File: src/rtl/seq_bit_serializer_if.sv
// Parallel-word handshake and serial output bundle for seq_bit_serializer.
interface seq_bit_serializer_if #(
  parameter int unsigned WIDTH = 8
);
  logic [WIDTH-1:0] data_in;
  logic             data_valid;
  logic             data_ready;
  logic             out_bit;
  logic             out_valid;
  logic             frame_start;

  modport master (
    output data_in,
    output data_valid,
    input  data_ready,
    input  out_bit,
    input  out_valid,
    input  frame_start
  );

  modport slave (
    input  data_in,
    input  data_valid,
    output data_ready,
    output out_bit,
    output out_valid,
    output frame_start
  );
endinterface

File: src/rtl/seq_bit_serializer.sv
// Word-to-bit serializer with a one-word hold buffer so consecutive words
// stream with no gap bits; bit order and idle level are parameters.
module seq_bit_serializer #(
  parameter int unsigned WIDTH     = 8,
  parameter int unsigned MSB_FIRST = 1,
  parameter int unsigned IDLE_BIT  = 0
) (
  input  logic                 clk,
  input  logic                 reset,
  seq_bit_serializer_if.slave  bus_if
);

  localparam int unsigned CW       = $clog2(WIDTH);
  localparam logic [CW-1:0] LAST   = CW'(WIDTH - 1);
  localparam logic IDLE_VAL        = (IDLE_BIT != 0);
  localparam logic MSB             = (MSB_FIRST != 0);

  typedef enum logic {ST_IDLE, ST_SHIFT} state_t;

  state_t           r_state, w_state_nxt;
  logic [WIDTH-1:0] r_shift, w_shift_nxt;
  logic [CW-1:0]    r_cnt, w_cnt_nxt;
  logic [WIDTH-1:0] r_hold, w_hold_nxt;
  logic             r_hold_full, w_hold_full_nxt;
  logic             r_out_bit, w_out_bit_nxt;
  logic             r_out_valid, w_out_valid_nxt;
  logic             r_frame_start, w_frame_start_nxt;

  logic             w_accept;
  logic             w_last;
  logic [WIDTH-1:0] w_load_word;

  function automatic logic first_bit(input logic [WIDTH-1:0] w);
    return MSB ? w[WIDTH-1] : w[0];
  endfunction

  // Remaining bits after the current one has been presented.
  function automatic logic [WIDTH-1:0] advance(input logic [WIDTH-1:0] w);
    return MSB ? {w[WIDTH-2:0], 1'b0} : {1'b0, w[WIDTH-1:1]};
  endfunction

  assign w_accept    = bus_if.data_valid & ~r_hold_full;
  assign w_last      = (r_cnt == LAST);
  assign w_load_word = r_hold_full ? r_hold : bus_if.data_in;

  assign bus_if.data_ready  = ~r_hold_full;
  assign bus_if.out_bit     = r_out_bit;
  assign bus_if.out_valid   = r_out_valid;
  assign bus_if.frame_start = r_frame_start;

  // State register.
  always_ff @(posedge clk or negedge reset) begin
    if (!reset) r_state <= ST_IDLE;
    else        r_state <= w_state_nxt;
  end

  // Next-state logic: leave SHIFT only when the last bit ends with nothing queued.
  always_comb begin
    w_state_nxt = r_state;
    case (r_state)
      ST_IDLE:  if (w_accept) w_state_nxt = ST_SHIFT;
      ST_SHIFT: if (w_last && !r_hold_full && !w_accept) w_state_nxt = ST_IDLE;
    endcase
  end

  // Output/datapath next values; a word load presents its first bit immediately.
  always_comb begin
    w_shift_nxt       = r_shift;
    w_cnt_nxt         = r_cnt;
    w_hold_nxt        = r_hold;
    w_hold_full_nxt   = r_hold_full;
    w_out_bit_nxt     = IDLE_VAL;
    w_out_valid_nxt   = 1'b0;
    w_frame_start_nxt = 1'b0;
    case (r_state)
      ST_IDLE: begin
        if (w_accept) begin
          w_shift_nxt       = advance(w_load_word);
          w_out_bit_nxt     = first_bit(w_load_word);
          w_cnt_nxt         = '0;
          w_out_valid_nxt   = 1'b1;
          w_frame_start_nxt = 1'b1;
        end
      end
      ST_SHIFT: begin
        if (!w_last) begin
          w_shift_nxt     = advance(r_shift);
          w_out_bit_nxt   = first_bit(r_shift);
          w_cnt_nxt       = CW'(r_cnt + 1'b1);
          w_out_valid_nxt = 1'b1;
          if (w_accept) begin
            w_hold_nxt      = bus_if.data_in;
            w_hold_full_nxt = 1'b1;
          end
        end else if (r_hold_full || w_accept) begin
          w_shift_nxt       = advance(w_load_word);
          w_out_bit_nxt     = first_bit(w_load_word);
          w_cnt_nxt         = '0;
          w_hold_full_nxt   = 1'b0;
          w_out_valid_nxt   = 1'b1;
          w_frame_start_nxt = 1'b1;
        end else begin
          w_shift_nxt = '0;
          w_cnt_nxt   = '0;
        end
      end
    endcase
  end

  // Datapath and registered outputs.
  always_ff @(posedge clk or negedge reset) begin
    if (!reset) begin
      r_shift       <= '0;
      r_cnt         <= '0;
      r_hold        <= '0;
      r_hold_full   <= 1'b0;
      r_out_bit     <= IDLE_VAL;
      r_out_valid   <= 1'b0;
      r_frame_start <= 1'b0;
    end else begin
      r_shift       <= w_shift_nxt;
      r_cnt         <= w_cnt_nxt;
      r_hold        <= w_hold_nxt;
      r_hold_full   <= w_hold_full_nxt;
      r_out_bit     <= w_out_bit_nxt;
      r_out_valid   <= w_out_valid_nxt;
      r_frame_start <= w_frame_start_nxt;
    end
  end

endmodule

File: src/flat_wrapper.sv
// flat-port wrapper written by rule: the top's interface ports become plain ports
module seq_bit_serializer_flat 
#(
  parameter int unsigned WIDTH     = 8,
  parameter int unsigned MSB_FIRST = 1,
  parameter int unsigned IDLE_BIT  = 0
)
  (clk, reset, bus_if_data_in, bus_if_data_valid, bus_if_data_ready, bus_if_out_bit, bus_if_out_valid, bus_if_frame_start);
  seq_bit_serializer_if #(.WIDTH(WIDTH)) bus_if_i ();
  input  logic clk;
  input  logic reset;
  input wire logic [$bits(bus_if_i.data_in)-1:0] bus_if_data_in;
  input wire logic [$bits(bus_if_i.data_valid)-1:0] bus_if_data_valid;
  output wire logic [$bits(bus_if_i.data_ready)-1:0] bus_if_data_ready;
  output wire logic [$bits(bus_if_i.out_bit)-1:0] bus_if_out_bit;
  output wire logic [$bits(bus_if_i.out_valid)-1:0] bus_if_out_valid;
  output wire logic [$bits(bus_if_i.frame_start)-1:0] bus_if_frame_start;
  assign bus_if_i.data_in = bus_if_data_in;
  assign bus_if_i.data_valid = bus_if_data_valid;
  assign bus_if_data_ready = bus_if_i.data_ready;
  assign bus_if_out_bit = bus_if_i.out_bit;
  assign bus_if_out_valid = bus_if_i.out_valid;
  assign bus_if_frame_start = bus_if_i.frame_start;
  seq_bit_serializer #(.WIDTH(WIDTH), .MSB_FIRST(MSB_FIRST), .IDLE_BIT(IDLE_BIT)) u_core (.clk(clk), .reset(reset), .bus_if(bus_if_i));
endmodule
File: config.mk
export PLATFORM = sky130hd
export DESIGN_NAME = seq_bit_serializer_flat
export DESIGN_NICKNAME = d
export VERILOG_FILES = /design/src/rtl/seq_bit_serializer_if.sv /design/src/rtl/seq_bit_serializer.sv /design/src/flat_wrapper.sv
export SDC_FILE = /design/constraint.sdc
export NUM_CORES = 1
export LEC_CHECK = 0
export ABC_CLOCK_PERIOD_IN_PS = 1800
export CAP_MARGIN = 20
export CORE_UTILIZATION = 45
export CTS_BUF_LIST = sky130_fd_sc_hd__clkbuf_4
export DETAILED_ROUTE_END_ITERATION = 10
export DONT_BUFFER_PORTS = 1
export SYNTH_ARGS = -nofsm -noshare
export SYNTH_HDL_FRONTEND = slang
export SYNTH_SLANG_ARGS = --single-unit
File: constraint.sdc
create_clock -name clk -period 1.8 [get_ports clk]
set_input_delay 0.45 -clock clk [delete_from_list [all_inputs] [get_ports clk]]
set_output_delay 0.45 -clock clk [all_outputs]
set_load 0.005 [all_outputs]
==> results.py <==
metrics = {
    "timing": {
        "finalHoldViolations": 0,
        "clock_skew_ns": 0.00306,
        "setup_viol": 0,
        "max-slew-margin-rel": 0.648,
        "fin_setup_tns_ns": 0,
        "max_freq_ghz": 0.581,
        "final_max_slew_viol_count": 0,
        "finalWorstSetupSlack_ns": 0.0794,
        "rsz0062_at_grt": "true",
        "worstMarginPinSlew_ns": 0.526,
        "timing.final.crit_share": 0.956,
        "post-route-min-period_ns": 1.72,
    },
    "global_routing": {
        "grt_pass1_wl_mm": 3.11,
        "antenna_found_initial": 0,
        "grt_max_degree": 24,
        "grt_pass1_vias": 666,
        "grt_use_total": 0.167,
        "grt_overflow": 0,
    },
    "clocking": {
        "cts_tree": "built",
        "clk_path_buf_depth": 2,
        "numClockSinks": 23,
        "cts_root_buf": "clkbuf_4",
        "cts_htree_levels": 1,
        "cts.clk_slew.worst_paths_ns": 0.12,
        "cts_made_buffers": 3,
        "clk_latency_ns": 0.30,
    },
    "floorplan": {
        "die-area_um2": 2560,
        "fp.coreArea_um2": 2210,
        "io_pins": 15,
        "die_w_um": 50.6,
        "rows": 17,
        "floorplan.initialDensity": 0.480,
        "die_h_um": 50.6,
    },
    "final_layout": {
        "finalInstanceArea_um2": 1140,
        "fin_nets": 100,
        "area_delta_synth_final_pct": 7.18,
        "drive_gt1_frac": 0.259,
        "fillers": 200,
        "n_antenna_cell": 0,
        "final_cell_mix": "dfrtp_1 (23), mux2_2 (8), a221o_1 (6)",
        "fin_cells": 113,
        "mostFrequentLayoutCell": "dfrtp_1",
    },
    "logic_synthesis": {
        "ys_warn_count": 0,
        "synth_nets": 94,
        "synth.area.top_cells": "dfrtp_1 (54%), mux2_2 (8.5%), a221o_1 (5.7%)",
        "ys_seq_area_frac": 0.542,
        "synth.distinct_cells": 25,
        "syn-cell-area_um2": 1060,
        "synth_top_area_cell": "dfrtp_1",
        "syn_inst": 80,
        "syn_avg_cell_area_um2": 13.3,
        "ys_seq_elements": 23,
        "synth_top_area_frac": 0.542,
    },
    "detailed_routing": {
        "wirelength_mm": 1.82,
        "routedWlPerCell_um": 16.1,
        "vias": 641,
        "vias_per_cell": 5.67,
        "ant_nets": 0,
        "firstDrtPassIters": 2,
        "drc_errors": 0,
        "initialDrtViolationCount": 5,
    },
    "pwr": {
        "powerDensity_nw_per_um2": 1670,
        "power_leakage_nw": 0.511,
        "total_power_w": 0.00190,
        "ir_worst_vdd_uv": 858,
    },
    "critical_path": {
        "cp_max_fo": 8,
        "cp-start-kind": "register",
        "worstSetupPathType": "reg -> reg",
        "worstSetupEndpointType": "register",
        "critPathRequiredTime_ns": 2.00,
        "rrSetupSlack_ns": 0.08,
        "crit_arrival_ns": 1.92,
    },
    "hold_path": {
        "min_path_type": "in -> reg",
    },
    "placed_design": {
        "hpwl_mm": 1.31,
        "io_buffers": 0,
        "dp.cells": 107,
        "place_area_um2": 1080,
        "place_ws_ns": 0.0533,
        "gp_congestion": 0.701,
    },
    "flow_run": {
        "cap_violations": 0,
    },
    "status": {
        "status": "complete, no violations",
    },
}
state kept, by name, indices dropped and copies added, names as in the netlist:
signal and cells:
u_core.bus_if.out_bit 1, u_core.r_cnt 3, u_core.r_hold_full 1, u_core.r_shift 7
u_core.r_state 1, u_core.r_hold 8, u_core.bus_if.out_valid 1, u_core.bus_if.frame_start 1
per-layer routing:
layer | track usage | share of wire | routed length [um] | vias up
li1 | - | - | - | 309
met1 | 0.229 | 0.49 | 886 | 323
met2 | 0.256 | 0.47 | 857 | 7
met3 | 0.0333 | 0.033 | 61 | 2
met4 | 0.0694 | 0.0088 | 16 | 0
met5 | 0 | 0 | 0 | -
area by class of cell:
type / instances / area (um^2) / share of cell area
Clock buffer: 3 / 22.5 / 0.0198
Clock inverter: 1 / 5.00 / 0.00440
Inverter: 3 / 11.3 / 0.00989
Multi-Input combinational cell: 50 / 445 / 0.391
Sequential cell: 23 / 576 / 0.505
Tap cell: 28 / 35.0 / 0.0308
Timing Repair Buffer: 5 / 43.8 / 0.0385
cell usage after synthesis (all sizes together):
library cell / instances
a21oi: 2
ha: 3
o21ai: 3
inv: 3
a32o: 5
a221o: 6
buf: 4
a22o: 4
nand3: 1
nand2b: 4
mux2: 9
nor2: 4
nor2b: 2
a21o: 1
nand4: 1
dfrtp: 23
nand2: 3
and3: 1
a21boi: 1
cell families after synthesis:
| kind of cell | share of synthesized area |
|---|---|
| adders and majority gates | 0.0353 |
| AOI/OAI and AO/OA | 0.174 |
| and+or+nand+nor | 0.107 |
| DFF | 0.542 |
| muxes | 0.0954 |
| buffers and inverters | 0.0459 |
critical path: stages (launching register included):
cell	delay (ns)
dfrtp_1	0.41
ha_1	0.23
ha_1	0.19
nand2b_4	0.15
nor2_4	0.26
mux2_2	0.37
worst paths after layout:
path,from,end,depth (start not counted)
worst max-delay path,u_core.r_cnt[0],u_core.r_hold[6],5
worst min-delay path,bus_if_data_in[7],u_core.bus_if.out_bit,1
worst max register to register,u_core.r_cnt[0],u_core.r_hold[6],5
worst min register to register,u_core.r_hold[0],u_core.r_hold[0],1
max in group asynchronous,reset,u_core.r_shift[3],2
min in group asynchronous,reset,u_core.r_hold[7],1
what timing repair did:
action / CTS / global route
gates resized for setup: 0 / 1
hold buffers: 1 / 0
setup buffers: 0 / 0
setup endpoints to repair: 0 / 8
endpoints found under the hold margin: 23 / 0
where the power goes:
| part | internal, W | switching, W |
|---|---|---|
| clock | 0.0000826 | 0.000145 |
| sequential | 0.000748 | 0.000172 |
| combinational | 0.000420 | 0.000329 |
through the flow:
step	utilization	hold slack, ns
3_5_place_dp	0.489	0.155
3_3_place_gp	0.489	0.155
4_1_cts	0.506	0.268
5_1_grt	0.515	0.269
2_1_floorplan	-	0.154
6_report	0.515	0.281
(Power assumes the default switching activity.)
